<file path="config.mk">
export PLATFORM = sky130hd
export DESIGN_NAME = gpio_irq_master
export DESIGN_NICKNAME = d
export VERILOG_FILES = /design/src/rtl/gpio_irq_master.sv
export SDC_FILE = /design/constraint.sdc
export NUM_CORES = 1
export LEC_CHECK = 0
export CORE_MARGIN = 3
export CORE_UTILIZATION = 36
export CTS_CLUSTER_DIAMETER = 40
export CTS_CLUSTER_SIZE = 10
export DETAILED_ROUTE_END_ITERATION = 10
export PLACE_DENSITY = 0.7
export RECOVER_POWER = 25
export SLEW_MARGIN = 20
export SYNTH_ARGS = -nofsm -noshare
export SYNTH_HDL_FRONTEND = slang
export SYNTH_SLANG_ARGS = --single-unit
</file>
<file path="constraint.sdc">
create_clock -name clk -period 2.95 [get_ports clk]
set_input_delay 0.59 -clock clk [delete_from_list [all_inputs] [get_ports clk]]
set_output_delay 0.59 -clock clk [all_outputs]
set_load 0.01 [all_outputs]
</file>
<file path="src/rtl/gpio_irq_master.sv">
// gpio_irq_master: after reset, writes two configuration registers into a gpio
//   peripheral. It then services the gpio level interrupt: it reads the vector
//   register, queues a nonzero vector in an event FIFO, and writes 0 back.
// Latency: irq seen at edge N -> read N..N+1, clear N+1..N+2, IDLE again at N+3.
// Backpressure: ev_ready low lets the FIFO fill. A nonzero vector that arrives
//   while the FIFO is full with no pop is dropped and sets sticky ovf. The gpio
//   is still cleared.
// Ports:
//   clk, rstn (async, active-high)  clock and reset
//   addr/we/wd (out), rd (in)       gpio simple register bus, outputs registered
//   irq (in)                        gpio interrupt, level
//   ev_valid/ev_ready/ev_data       event stream, FIFO head
//   init_done, busy, ovf            status
module gpio_irq_master #(
  parameter int          gpio_w     = 8,
  parameter int          FIFO_DEPTH = 4,
  parameter logic [31:0] CFG0_ADDR  = 32'h0C,
  parameter logic [31:0] CFG0_DATA  = 32'h03,
  parameter logic [31:0] CFG1_ADDR  = 32'h10,
  parameter logic [31:0] CFG1_DATA  = 32'h02,
  parameter logic [31:0] IRQV_ADDR  = 32'h14
) (
  input  logic              clk,
  input  logic              rstn,
  output logic [31:0]       addr,
  output logic              we,
  output logic [31:0]       wd,
  input  logic [31:0]       rd,
  input  logic              irq,
  output logic              ev_valid,
  input  logic              ev_ready,
  output logic [gpio_w-1:0] ev_data,
  output logic              init_done,
  output logic              busy,
  output logic              ovf
);

  localparam int AW = $clog2(FIFO_DEPTH);

  typedef enum logic [2:0] {
    S_START,
    S_INIT0,
    S_INIT1,
    S_IDLE,
    S_READ,
    S_CLEAR,
    S_HOLD
  } state_t;

  state_t state;

  // Event FIFO. Each pointer carries an extra wrap bit, so full and empty can
  // be told apart when the index bits are equal.
  logic [gpio_w-1:0] mem [FIFO_DEPTH];
  logic [AW:0]       wptr;
  logic [AW:0]       rptr;
  logic              empty;
  logic              full;
  logic              pop;
  logic              push;
  logic              drop;
  logic [gpio_w-1:0] vec;

  assign empty = (wptr == rptr);
  assign full  = (wptr[AW] != rptr[AW]) && (wptr[AW-1:0] == rptr[AW-1:0]);
  assign vec   = rd[gpio_w-1:0];

  assign ev_valid = !empty;
  assign ev_data  = empty ? '0 : mem[rptr[AW-1:0]];
  assign pop      = ev_valid && ev_ready;

  // A pop on the same edge frees the head slot, so a push into a full FIFO
  // is still accepted in that case.
  assign push = (state == S_READ) && (vec != '0) && (!full || pop);
  assign drop = (state == S_READ) && (vec != '0) && full && !pop;

  assign busy = (state != S_IDLE);

  always_ff @(posedge clk or posedge rstn) begin
    if (rstn) begin
      wptr <= '0;
      rptr <= '0;
      ovf  <= 1'b0;
    end else begin
      if (push) wptr <= wptr + {{AW{1'b0}}, 1'b1};
      if (pop)  rptr <= rptr + {{AW{1'b0}}, 1'b1};
      if (drop) ovf  <= 1'b1;
    end
  end

  // The storage needs no reset: ev_data is forced to 0 while the FIFO is empty.
  always_ff @(posedge clk) begin
    if (push) mem[wptr[AW-1:0]] <= vec;
  end

  // Sequencer. The bus outputs load on the edge that enters each state, so
  // they always describe the cycle the FSM is in.
  always_ff @(posedge clk or posedge rstn) begin
    if (rstn) begin
      state     <= S_START;
      addr      <= '0;
      we        <= 1'b0;
      wd        <= '0;
      init_done <= 1'b0;
    end else begin
      case (state)
        S_START: begin
          state <= S_INIT0;
          addr  <= CFG0_ADDR;
          wd    <= CFG0_DATA;
          we    <= 1'b1;
        end
        S_INIT0: begin
          state <= S_INIT1;
          addr  <= CFG1_ADDR;
          wd    <= CFG1_DATA;
          we    <= 1'b1;
        end
        S_INIT1: begin
          state     <= S_IDLE;
          addr      <= '0;
          wd        <= '0;
          we        <= 1'b0;
          init_done <= 1'b1;
        end
        S_IDLE: begin
          if (irq) begin
            state <= S_READ;
            addr  <= IRQV_ADDR;
            wd    <= '0;
            we    <= 1'b0;
          end
        end
        S_READ: begin
          // The vector is captured by the FIFO logic on this same edge.
          state <= S_CLEAR;
          addr  <= IRQV_ADDR;
          wd    <= '0;
          we    <= 1'b1;
        end
        S_CLEAR: begin
          state <= S_HOLD;
          addr  <= '0;
          wd    <= '0;
          we    <= 1'b0;
        end
        S_HOLD: begin
          // Guard cycle: this gives the cleared gpio time to drop irq.
          state <= S_IDLE;
        end
        default: begin
          state <= S_START;
          addr  <= '0;
          wd    <= '0;
          we    <= 1'b0;
        end
      endcase
    end
  end

endmodule
</file>
# After elaboration in Yosys (flattened, before gate mapping)
# Memory sizes are Yosys's and may differ from the RTL's.
# Cells that the tools add are included.
[word_totals]
word_cells = 49
output_inout_bits = 77
ff_bits = 76
memories = 1
input_bits = 36
mem_bits_rw = 32
[classes]
n_mux = 11
bitwise = 1
addsub = 2
eq_ne = 11
n_reduce_logical = 15
[memory_table]
columns = ["name", "words", "word_bits", "rd", "rd_clocked_by_memory_dff", "write_ports", "line_no", "rtl"]
rows = [
  ["mem", 4, 8, 1, 0, 1, "54", "logic [gpio_w-1:0] mem [FIFO_DEPTH];"],
]
[ops]
columns = ["cell", "count"]
rows = [
  ["32-bit case mux with 5 select lines", 1],
  ["32-bit case mux with 4 select lines", 1],
  ["32-bit two-way mux", 2],
  ["3-bit case mux with 6 select lines", 1],
  ["3-bit == test (second input constant)", 3],
  ["8-bit two-way mux", 1],
  ["8-bit nonzero test", 1],
  ["3-bit by 1-bit adder with 3-bit output (second input constant)", 2],
  ["3-bit by 2-bit == test with 1-bit output (second input constant)", 2],
  ["1-bit logical AND", 6],
  ["3-bit by 1-bit == test with 1-bit output (second input constant)", 1],
  ["3-bit == test", 1],
  ["1-bit zero test", 3],
  ["3-bit zero test", 1],
  ["1-bit two-way mux", 3],
  ["3-bit two-way mux", 1],
  ["3-bit by 2-bit != test with 1-bit output (second input constant)", 1],
  ["1-bit case mux with 3 select lines", 1],
  ["3-bit OR reduction", 1],
  ["2-bit == test", 1],
  ["2-bit != test (second input constant)", 1],
  ["2-bit AND reduction", 1],
  ["2-bit OR reduction", 1],
  ["1-bit logical OR", 1],
  ["2 further kinds", 2],
]

# Logic depth before layout (Yosys ltp)
# Gate-level depths: netlist of the first run.
[logic_depth]
ltp_word = 7
depth_mapped = 6
mapped_depth_nobuf = 4

# Least setup slack after synthesis of the first run
# Ideal clock, no wire load.
[synth_timing]
kind = "reg-to-output"
startpoint = "register rptr[0]"
endpoint = "output ev_data[0]"
required_time_ns = 2.360
arrival_time_ns = 1.194
path_stages_with_launch = 4
path_buffers = 1
slack_ns = 1.166
path_cell_list = "dfrtp_1 > buf_6 > mux4_2 > and2_1"
[synth_between]
elab_chain_cells = 2
word_cells_on_any_way = 3
classes_between = "eq/ne: 1; mux: 1; memory: 1"
[synth_lines]
columns = ["item", "line_no", "rtl"]
rows = [
  ["start, declared", "56", "logic [AW:0] rptr;"],
  ["start signal, assigned", "86", "if (pop) rptr <= rptr + {{AW{1'b0}}, 1'b1};"],
  ["memory read 4 x 8 bit or 3-bit == test (tied branches)", "--", ""],
  ["8-bit two-way mux (*)", "69", "assign ev_data = empty ? '0 : mem[rptr[AW-1:0]];"],
  ["end, declared", "32", "output logic [gpio_w-1:0] ev_data,"],
]
# Mark *: on every way between the ends. The rest lies on a longest branch, timed or not.

# Worst setup path in the final report of the first run
[layout_timing]
startpoint = "register rptr[0]"
endpoint = "output ev_data[2]"
# Same word-level chain as after synthesis.

==> summary.md, run 1 <==
| Metric | Value |
|---|---|
| Max frequency | `365 MHz` |
| Drc violations | `0` |
| P&R area growth vs syn | `9.14%` |
| Post-Syn Area per Cell | `13.5 um2` |
| Worst-path clk slew | `0.08 ns` |
| Total GRT Usage | `0.0957` |
| LEAKAGE | `1.12 nW` |
| Design area | `around 2800 um2` |
| I/O Pins | `113` |
| Largest net degree at the start of global routing | `17` |
| Cell taking the most area after synthesis | `edfxtp_1` |
| Post-route ant nets | `0` |
| Peak supply drop | `0.000435 V` |
| CTS buffer count | `5` |
| Post-CTS Setup Inserts | `0` |
| Syn. warnings | `0` |
| Final setup viols | `0` |
| Drt pass-1 iters | `4` |
| Worst r2r path cells | `3` |
| Clock Latency Late Sink | `between 0.2 and 0.3 ns` |
| Setup crit end kind | `output pin` |
| Post-DR wirelength/cell | `12.4 um` |
| Final hold vios | `0` |
| Share of cells above drive strength 1 | `0.122` |
| Worst-Margin Slew | `around 0.64 ns` |
| Nets@finish | `roughly 260` |
| Via density | `4.06` |
| Post-synthesis cell count | `190` |
| Die height | `90.5 um` |
| Synthesized flop and latch total | `48` |
| Crit-path slowest cell | `dfrtp_2` |
| Worst rel slew slack | `0.576` |
| Worst Path Required | `about 2.4 ns` |
| Worst min path class | `register to register` |
| Clock Path Buffers | `2` |
| Final Max Tran Viols | `0` |
| RSZ-0062 raised after global routing | `no` |
| CTS Sinks | `48` |
| Area of the die | `8200 um2` |
| Reg2reg setup slack | `0.94 ns` |
| Cts hold-fix bufs | `0` |
| CTS tree | `yes` |
| Post-layout power | `0.00236 W` |
| CP arrival | `2.15 ns` |
| Max cap viols | `0` |
| Crit path max-delay family | `buffers and inverters` |
| Post-route minimum period | `2.74 ns` |
| Antenna diodes | `0` |
| Setup Skew | `0.00811 ns` |
| Critical path launch point type | `register` |
| Share of the synthesized area in the top cell type | `0.374` |
| H-tree levels | `2` |
| Placer Congestion | `approximately 0.74` |
| Num rows | `30` |
| Fin crit share | `0.930` |
| Buf/Inv on CP | `2` |
| R2r startpoint | `state[2]$_DFFE_PP0P_` |
| Max incr delay on CP | `0.51 ns` |
| Total congestion overflow | `0` |
| Kind of critical path | `register to output pin` |
| Setup TNS | `0 ns` |
| Area contributors post-synth | `edfxtp_1 37%, buf_4 18%, dfrtp_1 16%` |
| Antenna violations before repair | `0` |
| Final WL | `3920 um` |
| Post-synthesis sequential area ratio | `0.529` |
| CP Max Fanout | `7` |
| Dpl cell area | `2730 um2` |
| Status | `completed` |
| Synthesized area | `2570 um2` |
| Clk root buf | `clkbuf_8` |
| Starting Density | `0.374` |
| WP depth | `4` |
| Pwr/cell area | `840 nW/um2` |
| DIE WIDTH | `90.5 um` |
| Crit. Startpoint | `rptr[0]$_DFFE_PP0P_` |
| Core Area | `a little under 7000 um2` |
| Crit path capture | `ev_data[2]` |
| Post-detailed-placement half-perimeter wirelength | `approximately 2900 um` |
| Vias in the first global route | `1260` |
| Terminus of the critical flop-to-flop path | `mem[1][7]$_DFFE_PP_` |
| Synth unique cells | `41` |
| Crit path cell chain | `buf_4 > mux4_2 > and2_1 > clkdlybuf4s50_1` |
| Initial DRC count | `22` |
| PortBufs | `29` |
| Hold WS | `0.496 ns` |
| First-pass GRT wire length | `6100 um` |
| Total number of vias | `roughly 1300` |
-- worst min-delay path by stage --
stage,from,endpoint,slack (ns),depth (start not counted)
2_1_floorplan,rptr[2]$_DFFE_PP0P_,rptr[2]$_DFFE_PP0P_,0.46,1
3_3_place_gp,init_done$_DFFE_PP0P_,init_done$_DFFE_PP0P_,0.47,1
3_5_place_dp,init_done$_DFFE_PP0P_,init_done$_DFFE_PP0P_,0.46,1
4_1_cts,init_done$_DFFE_PP0P_,init_done$_DFFE_PP0P_,0.49,1
5_1_grt,ovf$_DFFE_PP0P_,ovf$_DFFE_PP0P_,0.51,1
6_report,ovf$_DFFE_PP0P_,ovf$_DFFE_PP0P_,0.50,1
-- cells in the final DEF (no fill, tap or decap), types with 2 or more instances in the layout --
master | netlist | layout
o21ai_0 | 2 | 2
nand3_1 | 4 | 4
inv_1 | 3 | 3
ha_1 | 5 | 5
o22ai_1 | 3 | 3
xnor2_2 | 2 | 2
nand2_1 | 3 | 3
nand2b_1 | 3 | 3
and3_1 | 3 | 3
xnor2_1 | 3 | 3
o21ai_1 | 3 | 3
edfxtp_1 | 32 | 32
clkbuf_8 | 0 | 5
nor2_1 | 3 | 3
dfrtp_1 | 16 | 15
clkbuf_1 | 1 | 2
mux4_2 | 8 | 8
and2_1 | 8 | 8
nor2b_1 | 2 | 2
buf_4 | 62 | 2
clkdlybuf4s50_1 | 0 | 22
dlygate4sd3_1 | 0 | 7
o21bai_1 | 2 | 2
conb_1 | 1 | 59
-- layout make-up --
cell class	count	area (um2)
Fill cell	632	4060
Sequential cell	48	1360
Multi-Input combinational cell	130	923
Timing Repair Buffer	31	305
Tap cell	96	120
Clock buffer	7	76.3
Inverter	4	15.0
Clock inverter	1	5.00
-- Yosys cell counts, drive strengths merged --
master and count:
inv 4, nand3b 1, a2111oi 1, nand3 4, nand2b 3, mux2 1, xor2 2, nor2 3
a21bo 1, nand4b 1, nand4 1, clkbuf 1, buf 65, o21ai 5, nor2b 2, a21boi 2
a22oi 1, nand2 3, nor4 2, edfxtp 32, and2 9, xnor2 5, ha 5, conb 1
a32o 1, o22ai 3, o211a 1, and3 4, mux4 8, dfrtp 16, o21bai 2
-- power by group --
part | switching (W) | leakage (nW) | internal, W
combinational | 0.000431 | 0.595 | 0.000575
sequential | 0.000158 | 0.481 | 0.000828
clock | 0.000198 | 0.0422 | 0.000166
total | 0.000787 | 1.12 | 0.00157
-- what timing repair did --
item,CTS,global route
endpoints found under the hold margin,0,0
gates resized for setup,0,1
setup endpoints to repair,0,5
-- cell families (layout without fill, tap and decap cells) --
logic type / count (synthesis) / count (layout) / share of synthesized area
DFF: 48 / 48 / 0.529
AOI/OAI and AO/OA: 17 / 17 / 0.0540
and+or+nand+nor: 33 / 33 / 0.0876
other: 1 / 59 / 0.00146
buffers and inverters: 70 / 43 / 0.196
muxes: 9 / 9 / 0.0744
xor gates and xnor gates: 7 / 7 / 0.0326
adders and majority gates: 5 / 5 / 0.0243
-- state kept, by name, indices dropped and copies added (netlist names) --
signal / count
addr: 3
init_done: 1
mem: 32
ovf: 1
rptr: 3
state: 3
wd: 1
we: 1
wptr: 3
-- metal layers --
metal	vias up	GRT usage	share of wire
met3	4	0.0342	0.090
li1	605	-	-
met2	66	0.167	0.50
met1	612	0.109	0.40
met4	0	0.0306	0.0064
met5	-	0	0
-- metrics by stage --
stage,setup WS [ns],std cells,utilization
2_1_floorplan,1.17,248,-
3_3_place_gp,0.339,309,0.397
3_5_place_dp,0.274,309,0.397
4_1_cts,0.0341,317,0.409
5_1_grt,0.111,317,0.409
6_report,0.207,317,0.409
(Power assumes the default switching activity.)
==> run 2: changes to the inputs <==
- CORE_MARGIN: 3 -> 1
==> summary.md, run 2 (synthesis gave the netlist of run 1 again) <==
| Metric | Value |
|---|---|
| Total number of vias | `1271 (was 1287)` |
| I/O Pins | `113 (unchanged)` |
| Antenna violations before repair | `1 (was 0)` |
| Clk root buf | `clkbuf_8 (unchanged)` |
| Post-DR wirelength/cell | `11.6 um (was 12.4 um)` |
| CP arrival | `2.13 ns (was 2.15 ns)` |
| Kind of critical path | `register to output pin (unchanged)` |
| DIE WIDTH | `86.5 um (was 90.5 um)` |
| Worst rel slew slack | `0.588 (was 0.576)` |
| Placer Congestion | `0.750 (was 0.736)` |
| Worst-Margin Slew | `0.617 ns (was 0.635 ns)` |
| Max frequency | `368 MHz (was 365 MHz)` |
| Fin crit share | `0.922 (was 0.930)` |
| Starting Density | `0.377 (was 0.374)` |
| Peak supply drop | `0.000462 V (was 0.000435 V)` |
| Setup TNS | `0 ns (unchanged)` |
| PortBufs | `29 (unchanged)` |
| Net Switching | `0.000800 W (was 0.000787 W)` |
| CP Max Fanout | `7 (unchanged)` |
| Initial DRC count | `27 (was 22)` |
| Setup crit end kind | `output pin (unchanged)` |
| Share of total power in the clock network | `0.167 (was 0.155)` |
| Crit path cell chain | `buf_4 > mux4_2 > and2_1 > clkdlybuf4s50_1 (unchanged)` |
| Cts hold-fix bufs | `0 (unchanged)` |
| Internal power | `0.00159 W (was 0.00157 W)` |
| Clock Latency Late Sink | `0.30 ns (was 0.29 ns)` |
| LEAKAGE | `1.12 nW (about the same)` |
| Post-route ant nets | `0 (unchanged)` |
| Worst Path Required | `2.36 ns (about the same)` |
| Final WL | `3700 um (was 3920 um)` |
| Critical path launch point type | `register (unchanged)` |
| Drc violations | `0 (unchanged)` |
| Num rows | `30 (unchanged)` |
| Final setup viols | `0 (unchanged)` |
| Via density | `4.00 (was 4.06)` |
| First-pass GRT wire length | `5770 um (was 6100 um)` |
| Pwr/cell area | `847 nW/um2 (was 840 nW/um2)` |
| Buf/Inv on CP | `2 (unchanged)` |
| H-tree levels | `2 (unchanged)` |
| Post-route minimum period | `2.72 ns (was 2.74 ns)` |
| Total congestion overflow | `0 (unchanged)` |
| Most frequent cells in the layout | `59 x conb_1, 32 x edfxtp_1, 22 x clkdlybuf4s50_1 (unchanged)` |
| Commonest non-fill, non-tap cell in the layout | `conb_1 (unchanged)` |
| Inst Count DP | `309 (unchanged)` |
| Setup Skew | `0.0125 ns (was 0.00811 ns)` |
| Clock Path Buffers | `2 (unchanged)` |
| Crit path max-delay family | `buffers and inverters (unchanged)` |
| Post-detailed-placement half-perimeter wirelength | `2720 um (was 2900 um)` |
| CTS Sinks | `48 (unchanged)` |
| Total GRT Usage | `0.105 (was 0.0957)` |
| Crit-path slowest cell | `dfrtp_2 (unchanged)` |
| Final core utilization | `0.414 (was 0.409)` |
| CTS buffer count | `5 (unchanged)` |
| Vias in the first global route | `1188 (was 1260)` |
| Combinational share of power | `0.422 (was 0.427)` |
| Worst-path clk slew | `0.09 ns (was 0.08 ns)` |
| Switching Share | `0.334 (about the same)` |
| Worst min path class | `register to register (unchanged)` |
| Share of cells above drive strength 1 | `0.131 (was 0.122)` |
| Max incr delay on CP | `0.49 ns (was 0.51 ns)` |
| Post-Layout Cell Count | `318 (was 317)` |
| Largest net degree at the start of global routing | `17 (unchanged)` |
| Nets@finish | `261 (unchanged)` |
| Core Area | `6830 um2 (was 6870 um2)` |
| Final Max Tran Viols | `0 (unchanged)` |
| Status | `completed (unchanged)` |
| Final hold vios | `0 (unchanged)` |
| CTS tree | `yes (unchanged)` |
| RSZ-0062 raised after global routing | `no (unchanged)` |
| Post-layout power | `0.00239 W (was 0.00236 W)` |
| Max cap viols | `0 (unchanged)` |
| Drt pass-1 iters | `4 (unchanged)` |
| P&R area growth vs syn | `9.87% (was 9.14%)` |
| Die height | `86.5 um (was 90.5 um)` |
| Number of flip-flops in the largest register | `32 (unchanged)` |
| Hold WS | `0.478 ns (was 0.496 ns)` |
| Flop pwr share | `0.411 (was 0.418)` |
| Area of the die | `7490 um2 (was 8200 um2)` |
-- run 2: path summary, 6_finish.rpt --
check / startpoint / endpoint / slack [ns] / depth (start not counted)
max in group asynchronous: rstn / rptr[0]$_DFFE_PP0P_ / 1.87 / 2
worst min register to register: ovf$_DFFE_PP0P_ / ovf$_DFFE_PP0P_ / 0.48 / 1
min in group asynchronous: rstn / rptr[2]$_DFFE_PP0P_ / 0.65 / 2
worst min-delay path: ovf$_DFFE_PP0P_ / ovf$_DFFE_PP0P_ / 0.48 / 1
worst max-delay path: rptr[0]$_DFFE_PP0P_ / ev_data[0] / 0.23 / 4
worst max register to register: state[2]$_DFFE_PP0P_ / mem[0][6]$_DFFE_PP_ / 0.97 / 3
-- run 2: layout make-up --
type                    count  area (um2)
inverters                   4        15.0
clock buffers               6        82.6
diodes                      1        2.50
clock inverters             2        15.0
well taps                  96         120
repair buffers             31         305
flip-flops and latches     48        1360
fillers                   635        4010
multi-input cells         130         923
-- run 2: power groups by stage --
| stage | Clock [W] | Sequential [W] | Combinational (W) |
|---|---|---|---|
| global route | 0.000434 | 0.00101 | 0.00111 |
| detailed placement | 0 | 0.000997 | 0.00102 |
| finish | 0.000399 | 0.000984 | 0.00101 |
| CTS | 0.000411 | 0.000984 | 0.00103 |
| global placement | 0 | 0.000995 | 0.00100 |
| floorplan | 0 | 0.000931 | 0.000761 |
-- run 2: what timing repair did --
action                                  in CTS  in global routing
gates resized for setup                      0                  1
endpoints found under the hold margin        0                  0
setup buffers                                0                  0
endpoints found under the setup margin       0                  4
-- run 2: per-stage QoR --
stage          setup slack (ns)  area (um2)
3_5_place_dp              0.284        2730
4_1_cts                  0.0686        2820
2_1_floorplan              1.17        2790
6_report                  0.231        2830
5_1_grt                   0.111        2830
3_3_place_gp              0.339        2730
-- run 2: worst reg2reg max path: cells and delay by family (launching register included) --
| family | cells | cell delay [ns] |
|---|---|---|
| flops | 1 | 0.55 |
| simple gates | 1 | 0.50 |
| compound gates | 1 | 0.45 |
| buf+inv | 1 | 0.14 |
-- run 2: layer usage --
metal,vias to the layer above,routed length (um),share of wire,track usage
li1,608,-,-,-
met1,597,1570,0.42,0.121
met2,57,1820,0.49,0.175
met3,9,231,0.062,0.0371
met4,0,78,0.021,0.0500
met5,-,0,0,0
==> run 3: changes to the inputs <==
- SKIP_LAST_GASP: not set -> 1
==> results of run 3 <==
The final DEF is identical to that of run 2; final timing and power are the same.
